$ cat src/rtl/jam_ctrl.sv
// jam_ctrl: loads a 64x7 cost table, serves costs to an assignment engine and captures its result.
// Define JAM_CTRL_CYCLE_CNT_EN to add the RUN-cycle counter reported on res_cyc.
module jam_ctrl (
  input  logic        CLK,
  input  logic        RST,
  input  logic        cfg_valid,
  output logic        cfg_ready,
  input  logic [6:0]  cfg_data,
  output logic        jam_rst,
  input  logic [2:0]  W,
  input  logic [2:0]  J,
  output logic [6:0]  Cost,
  input  logic        jam_valid,
  input  logic [9:0]  jam_min,
  input  logic [3:0]  jam_cnt,
  output logic        res_valid,
  output logic [9:0]  res_min,
  output logic [3:0]  res_cnt,
`ifdef JAM_CTRL_CYCLE_CNT_EN
  output logic [17:0] res_cyc,
`endif
  input  logic        res_ack
);

  typedef enum logic [1:0] {
    LOAD  = 2'd0,
    START = 2'd1,
    RUN   = 2'd2,
    HOLD  = 2'd3
  } state_t;

  state_t     state_r;
  logic [5:0] idx_r;
  logic [6:0] table_r [0:63];
  logic       cfg_ready_r;
  logic       jam_rst_r;
  logic       res_valid_r;
  logic [9:0] res_min_r;
  logic [3:0] res_cnt_r;
  logic       load_hs_s;
  logic [6:0] cost_s;

  assign load_hs_s = (state_r == LOAD) && cfg_valid;

  // Cost table storage; deliberately left out of reset so it persists across runs.
  always_ff @(posedge CLK) begin
    if (load_hs_s) begin
      table_r[idx_r] <= cfg_data;
    end
  end

  // Zero-latency cost lookup, gated to zero outside RUN.
  always_comb begin
    cost_s = 7'd0;
    if (state_r == RUN) begin
      cost_s = table_r[{W, J}];
    end else begin
      cost_s = 7'd0;
    end
  end

  // Control FSM with registered handshake, engine-reset and result outputs.
  always_ff @(posedge CLK or posedge RST) begin
    if (RST) begin
      state_r     <= LOAD;
      idx_r       <= 6'd0;
      cfg_ready_r <= 1'b1;
      jam_rst_r   <= 1'b1;
      res_valid_r <= 1'b0;
      res_min_r   <= 10'd0;
      res_cnt_r   <= 4'd0;
    end else begin
      case (state_r)
        LOAD: begin
          if (cfg_valid) begin
            idx_r <= idx_r + 6'd1;
            if (idx_r == 6'd63) begin
              state_r     <= START;
              cfg_ready_r <= 1'b0;
            end
          end
        end
        START: begin
          state_r   <= RUN;
          jam_rst_r <= 1'b0;
        end
        RUN: begin
          if (jam_valid) begin
            state_r     <= HOLD;
            res_min_r   <= jam_min;
            res_cnt_r   <= jam_cnt;
            res_valid_r <= 1'b1;
            jam_rst_r   <= 1'b1;
          end
        end
        HOLD: begin
          if (res_ack) begin
            state_r     <= LOAD;
            idx_r       <= 6'd0;
            res_valid_r <= 1'b0;
            cfg_ready_r <= 1'b1;
          end
        end
        default: begin
          state_r     <= LOAD;
          idx_r       <= 6'd0;
          cfg_ready_r <= 1'b1;
          jam_rst_r   <= 1'b1;
          res_valid_r <= 1'b0;
        end
      endcase
    end
  end

`ifdef JAM_CTRL_CYCLE_CNT_EN
  logic [17:0] cyc_r;
  logic [17:0] res_cyc_r;

  // RUN-cycle counter, cleared in START and saturating; sampled together with the result.
  always_ff @(posedge CLK or posedge RST) begin
    if (RST) begin
      cyc_r     <= 18'd0;
      res_cyc_r <= 18'd0;
    end else begin
      if (state_r == START) begin
        cyc_r <= 18'd0;
      end else if ((state_r == RUN) && (cyc_r != 18'h3FFFF)) begin
        cyc_r <= cyc_r + 18'd1;
      end
      if ((state_r == RUN) && jam_valid) begin
        res_cyc_r <= cyc_r;
      end
    end
  end

  assign res_cyc = res_cyc_r;
`endif

  assign cfg_ready = cfg_ready_r;
  assign jam_rst   = jam_rst_r;
  assign res_valid = res_valid_r;
  assign res_min   = res_min_r;
  assign res_cnt   = res_cnt_r;
  assign Cost      = cost_s;

endmodule

$ cat config.mk
export PLATFORM = sky130hd
export DESIGN_NAME = jam_ctrl
export DESIGN_NICKNAME = d
export VERILOG_FILES = /design/src/rtl/jam_ctrl.sv
export SDC_FILE = /design/constraint.sdc
export NUM_CORES = 1
export LEC_CHECK = 0
export CAP_MARGIN = 20
export CORE_MARGIN = 4
export CORE_UTILIZATION = 50
export CTS_BUF_LIST = sky130_fd_sc_hd__clkbuf_2 sky130_fd_sc_hd__clkbuf_4 sky130_fd_sc_hd__clkbuf_8
export CTS_CLUSTER_SIZE = 10
export DETAILED_ROUTE_END_ITERATION = 8
export GPL_TIMING_DRIVEN = 1
export PLACE_DENSITY = 0.67
export SYNTH_ARGS = -nofsm -noshare
export SYNTH_HDL_FRONTEND = slang
export SYNTH_SLANG_ARGS = --single-unit
$ cat constraint.sdc
create_clock -name CLK -period 3.38 [get_ports CLK]
set_input_delay 0.676 -clock CLK [delete_from_list [all_inputs] [get_ports CLK]]
set_output_delay 0.676 -clock CLK [all_outputs]
set_load 0.1 [all_outputs]
==> impl_results.md, run 1 <==
- Status: finished clean
- Sw Ratio: 0.296
- Largest net degree at the start of global routing: 65
- Slew @ Worst Pin: 0.938 ns
- Period utilization: 0.984
- Static Leak: 7.61 nW
- F_max: 0.301 GHz
- Placed Cells: 1568
- CORE AREA: 0.0367 mm^2
- CP Cell Sequence: clkdlybuf4s50_1 > buf_4 > buf_12 > or3b_2 > o221ai_1 > a211o_1 > a32o_2 > buf_12
- WL final: 42.8 mm
- Syn_area_per_cell: 19.9 um^2
- Drt first pass iters: 5
- Slew headroom: 0.374
- Synth top area share: 0.721
- Final cell count without fillers: 1700
- CP endpoint kind: output port
- NumNets Final: 1217
- Routed length per instance: 25.2 um
- Crit path DAT: 2.65 ns
- Setup violators final: 0
- Synth top area cells: edfxtp_1 (72%), mux4_2 (13%), dfrtp_1 (3.1%), nor2_1 (1.7%), mux2i_1 (1.2%)
- Syn Nets: 976
- TritonCTS clock tree: yes
- Comb power frac: 0.193
- Critical Path RT: 2.70 ns
- Ports: 56
- DRT iter0 DRCs: 900
- CTS root buffer: clkbuf_8
- Clock power share: 0.323
- Layout cell share with drive strength beyond 1: 0.377
- H-tree levels: 3
- Post-CTS Hold Buffers: 0
- P_sw: 0.00417 W
- Clock transition at path regs: 0.06 ns
- Setup TNS: 0 ns
- CTS sink cnt: 473
- Max clock buf depth: 3
- CP top delay family: buffers and inverters
- Pwr/cell area: 628 mW/mm^2
- Top FF cell, synth: edfxtp_1
- Buf/Inv on CP: 4
- Synth warn: 0
- Type of the worst setup path: in -> out
- Multi-input logic area: 0.00445 mm^2
- Post-DRT Antenna Nets: 0
- CP Launch Type: input pin
- Crit Path Max Fanout: 9
- Post-synthesis register bit count: 473
- RSZ-0062 raised after global routing: false
- Worst-Skew Late Latency: 0.62 ns
- Max_cap viols: 0
- Hold Fails Final Rpt: 0
- EDFF count, synth: 448
- Grt ovf: 0
- Worst vdd ir: 0.795 mV
- Syn-to-layout area delta: 20.3%
- Gr usage total: 0.211
- Via density: 5.83
- Port bufs: 55
- Max-slew violations: 0
- Vias in the first global route: 10200
- Die ar.: 0.0405 mm^2
- Setup Skew: 0.0272 ns
- Total power: 0.0141 W
- Leading area contributor after synthesis: edfxtp_1
- RePlAce Congestion: 0.896
- Hold WC Path Type: in -> reg
- Critical Path Most Common Cell: buf_12
- Async S/R FF share, synth: 0.0529
- Sequential area share after synthesis: 0.754
- # fillers: 2590
- Antenna violations before repair: 0
- Overall die height: 201 um
- DP HPWL: 28.2 mm
- Number of core rows: 70
- Internal power: 0.00992 W
- First-pass GRT wire length: 64.2 mm
- CTS Buf Count: 76
- Slowest CP cell: or3b_2
- Final min period: 3.32 ns
- Mapped Cells: 939
- Die X: 201 um
- Sequential Power Share: 0.484
- Register Area: 0.0141 mm^2
- Starting Density: 0.509
- Diode count: 0
- Synthesized cell area: 0.0187 mm^2
- Routed vias: 9913
- Hold_ws: 0.394 ns
- Drc violations: 0
- Distinct cells, synth: 47
- Slowest stage delay, CP: 0.50 ns
## power by group through the flow
stage               sequential [W]  combinational [W]  clock, W
detailed placement         0.00694            0.00267         0
floorplan                  0.00759            0.00111         0
global placement           0.00693            0.00265         0
global route               0.00685            0.00284   0.00497
CTS                        0.00682            0.00271   0.00468
finish                     0.00682            0.00272   0.00456
## stage by stage
| step | cell area (um^2) | util | setup slack [ns] |
|---|---|---|---|
| 3_3_place_gp | 20900 | 0.568 | -0.471 |
| 6_report | 22500 | 0.612 | 0.0557 |
| 4_1_cts | 22400 | 0.609 | -0.0162 |
| 3_5_place_dp | 20900 | 0.568 | -0.465 |
| 5_1_grt | 22500 | 0.612 | 0.000776 |
| 2_1_floorplan | 18700 | - | 0.0575 |
## synth_stat cells (4+ instances only)
cell type	instances
ha_1	5
buf_4	6
a31oi_1	6
a211o_1	4
nand3_1	9
buf_2	14
inv_1	6
nand2_1	25
and2_1	4
or3b_2	5
nand3b_1	7
dfrtp_1	23
edfxtp_1	448
clkbuf_1	20
a32o_1	6
nor2b_1	9
o221ai_1	5
mux4_2	108
nor3_1	11
o21ai_0	17
a211oi_1	4
nand2b_1	6
a21oi_1	9
mux2_2	20
nor2_1	84
mux2i_1	23
o22ai_1	15
buf_1	8
## cell families after synthesis
family,count (synthesis),synth area share
buffers and inverters,56,0.0138
XOR/XNOR,2,0.000939
AO/OA/AOI/OAI,82,0.0302
multiplexers,151,0.155
AND/OR/NAND/NOR,170,0.0426
adder cells (fa/ha/maj),5,0.00335
flip-flops,473,0.754
## worst reg2reg max path, delay by kind of cell (launching register included)
family / cells / cell delay (ns)
and+or+nand+nor: 4 / 0.94
buffers and inverters: 3 / 0.51
adders and majority gates: 1 / 0.15
DFF: 1 / 0.41
## path summary, 6_finish.rpt
| check | from | to | slack, ns | depth (start not counted) |
|---|---|---|---|---|
| max in group asynchronous | RST | res_min[1] | 2.21 | 2 |
| min in group asynchronous | RST | res_valid | 0.58 | 2 |
| setup / recovery | W[0] | Cost[2] | 0.06 | 8 |
| hold reg to reg | jam_rst | jam_rst | 0.49 | 2 |
| setup reg to reg | state_r[0] | table_r[0][4] | 1.05 | 8 |
| hold / removal | cfg_data[5] | table_r[27][5] | 0.39 | 1 |
## what timing repair did
| item | in CTS | in global routing |
|---|---|---|
| endpoints found under the hold margin | 0 | 0 |
| endpoints found under the setup margin | 7 | 7 |
| gates resized for setup | 22 | 17 |
| pin swaps | 4 | 1 |
| setup buffers | 0 | 0 |
| gates cloned | 0 | 1 |
## layer usage
layer / up-vias / global-route usage / share of wire
met3: 77 / 0.0432 / 0.069
met4: 0 / 0.0759 / 0.027
met1: 5129 / 0.299 / 0.42
met5: - / 0 / 0
li1: 4337 / - / -
met2: 370 / 0.330 / 0.48
## cell usage in the layout, fill, tap and decap left out, drive strengths merged, types with 5 or more instances in the layout
| cell | n |
|---|---|
| o221ai | 5 |
| nand3 | 9 |
| inv | 8 |
| clkbuf | 102 |
| ha | 5 |
| a32o | 6 |
| nor2 | 84 |
| o22ai | 15 |
| clkinv | 24 |
| mux4 | 108 |
| a21oi | 9 |
| nor3 | 11 |
| o21ai | 17 |
| clkdlybuf4s50 | 20 |
| dfrtp | 23 |
| a31oi | 6 |
| nor2b | 9 |
| nand2 | 25 |
| mux2 | 20 |
| buf | 190 |
| nand3b | 7 |
| mux2i | 23 |
| edfxtp | 448 |
| nand2b | 6 |
| or3b | 5 |
## area by class of cell
cell class / instances / area share
Sequential cell: 473 / 0.627
Clock inverter: 29 / 0.00613
Multi-Input combinational cell: 410 / 0.198
Inverter: 7 / 0.00117
Tap cell: 468 / 0.0261
Clock buffer: 101 / 0.0563
Timing Repair Buffer: 212 / 0.0855
## registers in the layout, summed over array words and instances (netlist names)
signal,flops
res_cnt,4
res_min,10
idx_r,6
res_valid,1
table_r,448
jam_rst,1
state_r,2
cfg_ready,1
Power figures use the tool's default switching activity.
==> run 2, diff against run 1 <==
--- a/config.mk
+++ b/config.mk
@@ -11,8 +11,8 @@
 export CTS_BUF_LIST = sky130_fd_sc_hd__clkbuf_2 sky130_fd_sc_hd__clkbuf_4 sky130_fd_sc_hd__clkbuf_8
 export CTS_CLUSTER_SIZE = 10
 export DETAILED_ROUTE_END_ITERATION = 8
+export DONT_BUFFER_PORTS = 1
 export GPL_TIMING_DRIVEN = 1
-export PLACE_DENSITY = 0.67
 export SYNTH_ARGS = -nofsm -noshare
 export SYNTH_HDL_FRONTEND = slang
 export SYNTH_SLANG_ARGS = --single-unit
==> impl_results.md, run 2 (synthesis gave the netlist of run 1 again) <==
- Clock transition at path regs: 0.07 ns (was 0.06 ns)
- Final min period: 3.30 ns (was 3.32 ns)
- Routed length per instance: 26.5 um (was 25.2 um)
- Setup Skew: 0.0191 ns (was 0.0272 ns)
- Port bufs: 0 (was 55)
- First-pass GRT wire length: 63.6 mm (was 64.2 mm)
- Max_cap viols: 0 (unchanged)
- Max clock buf depth: 3 (unchanged)
- Via density: 6.01 (was 5.83)
- CP Launch Type: flop (was input pin)
- DP HPWL: 24.8 mm (was 28.2 mm)
- Worst-Skew Late Latency: 0.63 ns (was 0.62 ns)
- Setup TNS: 0 ns (unchanged)
- Number of core rows: 70 (unchanged)
- Overall die height: 201 um (unchanged)
- Postcts setup bufs: 0 (unchanged)
- DRT iter0 DRCs: 859 (was 900)
- Flop-to-flop setup slack: 0.81 ns (was 1.05 ns)
- CTS Buf Count: 76 (unchanged)
- Antenna violations before repair: 0 (unchanged)
- Static Leak: 6.94 nW (was 7.61 nW)
- CP endpoint kind: output port (unchanged)
- Buf/Inv on CP: 1 (was 4)
- Slew headroom: 0.379 (was 0.374)
- Setup violators final: 0 (unchanged)
- Most common cell after layout, fill and taps aside: edfxtp_1 (unchanged)
- Hold Fails Final Rpt: 0 (unchanged)
- F_max: 0.303 GHz (was 0.301 GHz)
- Crit path DAT: 2.62 ns (was 2.65 ns)
- NumNets Final: 1095 (was 1217)
- CORE AREA: 0.0367 mm^2 (unchanged)
- Placed Cells: 1448 (was 1568)
- CTS root buffer: clkbuf_8 (unchanged)
- Die X: 201 um (unchanged)
- Type of the worst setup path: reg -> out (was in -> out)
- Vias in the first global route: 9820 (was 10200)
- Routed vias: 9479 (was 9913)
- Commonest non-fill, non-tap cells in the layout: edfxtp_1 (448), mux4_2 (108), buf_4 (84) (was edfxtp_1 (448), buf_4 (161), mux4_2 (108))
- CP Cell Sequence: mux4_2 > mux2_2 > a211o_1 > a32o_1 > buf_6 (was clkdlybuf4s50_1 > buf_4 > buf_12 > or3b_2 > o221ai_1 > a211o_1 > a32o_2 > buf_12)
- Ports: 56 (unchanged)
- Status: finished clean (unchanged)
- Max-slew violations: 0 (unchanged)
- Diode count: 0 (unchanged)
- Gr usage total: 0.210 (was 0.211)
- Drc violations: 0 (unchanged)
- Syn-to-layout area delta: 13.9% (was 20.3%)
- Slowest CP cell: mux4_2 (was or3b_2)
- RePlAce Congestion: 0.816 (was 0.896)
- Crit Path Max Fanout: 1 (was 9)
- TritonCTS clock tree: yes (unchanged)
- CP top delay family: multiplexers (was buffers and inverters)
- Worst vdd ir: 0.679 mV (was 0.795 mV)
- Grt ovf: 0 (unchanged)
- Largest net degree at the start of global routing: 104 (was 65)
- WL final: 41.7 mm (was 42.8 mm)
- Starting Density: 0.509 (unchanged)
- Total power: 0.0138 W (was 0.0141 W)
- Post-DRT Antenna Nets: 0 (unchanged)
- H-tree levels: 3 (unchanged)
- Reg with most FFs: table_r (unchanged)
- Pwr/cell area: 647 mW/mm^2 (was 628 mW/mm^2)
- CTS sink cnt: 473 (unchanged)
- Die ar.: 0.0405 mm^2 (unchanged)
- Slowest stage delay, CP: 0.47 ns (was 0.50 ns)
- Drt first pass iters: 5 (unchanged)
- Max reg flops: 448 (unchanged)
- Hold WC Path Type: in -> async (was in -> reg)
- Period utilization: 0.976 (was 0.984)
- Layout cell share with drive strength beyond 1: 0.324 (was 0.377)
- Critical Path RT: 2.70 ns (about the same)
- Final cell count without fillers: 1577 (was 1700)
- Slew @ Worst Pin: 0.930 ns (was 0.938 ns)
- RSZ-0062 raised after global routing: false (unchanged)
## run 2: cell count changes in the layout (fill, tap and decap cells not counted), moves of 3 or more
cell / previous run / this run
a211oi_4: 0 / 3
a32o_1: 0 / 5
a32o_2: 6 / 1
buf_12: 18 / 3
buf_2: 7 / 0
buf_4: 161 / 84
clkbuf_4: 20 / 34
clkdlybuf4s50_1: 20 / 0
clkinv_1: 17 / 10
clkinv_2: 7 / 2
## run 2: what timing repair did
item,CTS,global route
gates cloned,0,0
resized for setup,9,10
setup endpoints to repair,6,5
hold buffers,0,0
## run 2: worst register-to-register path, delay by kind of cell (launching register included)
family,cells,cell delay (ns)
simple gates,3,1.26
flops,1,0.39
buf+inv,2,0.34
fa+ha+maj,1,0.28
## run 2: final timing paths
path	from	endpoint	depth (start not counted)
worst max register to register	state_r[0]	table_r[10][2]	6
max in group asynchronous	RST	res_cnt[2]	1
worst min register to register	state_r[1]	state_r[1]	1
worst min-delay path	RST	idx_r[3]	1
worst max-delay path	table_r[31][5]	Cost[5]	5
min in group CLK	res_ack	idx_r[3]	1
## run 2: per-layer routing
metal,up-vias,track usage,wire [um]
met4,0,0.0559,865
met1,4994,0.307,18000
met5,-,0,0
met2,325,0.328,20100
li1,4088,-,-
met3,72,0.0464,2790
## run 2: layout make-up
class,instances,area (um^2)
clock inverters,16,106
flip-flops and latches,473,14100
well taps,468,586
fillers,2737,15400
inverters,7,26.3
repair buffers,90,724
clock buffers,113,1340
multi-input cells,410,4400
## run 2: power breakdown
part | internal, W | switching [W] | leakage [nW]
combinational | 0.000593 | 0.000840 | 1.85
sequential | 0.00663 | 0.000953 | 4.32
clock | 0.00260 | 0.00213 | 0.770
total | 0.00982 | 0.00393 | 6.94
## run 2: stage by stage
step	setup WS, ns	cell area, um^2	util	hold WS (ns)
floorplan	0.0575	18700	-	0.533
global placement	0.0775	19700	0.538	0.566
detailed placement	0.114	19700	0.538	0.583
CTS	0.00736	21200	0.578	0.102
global route	0.0214	21300	0.579	0.120
finish	0.0802	21300	0.579	0.150
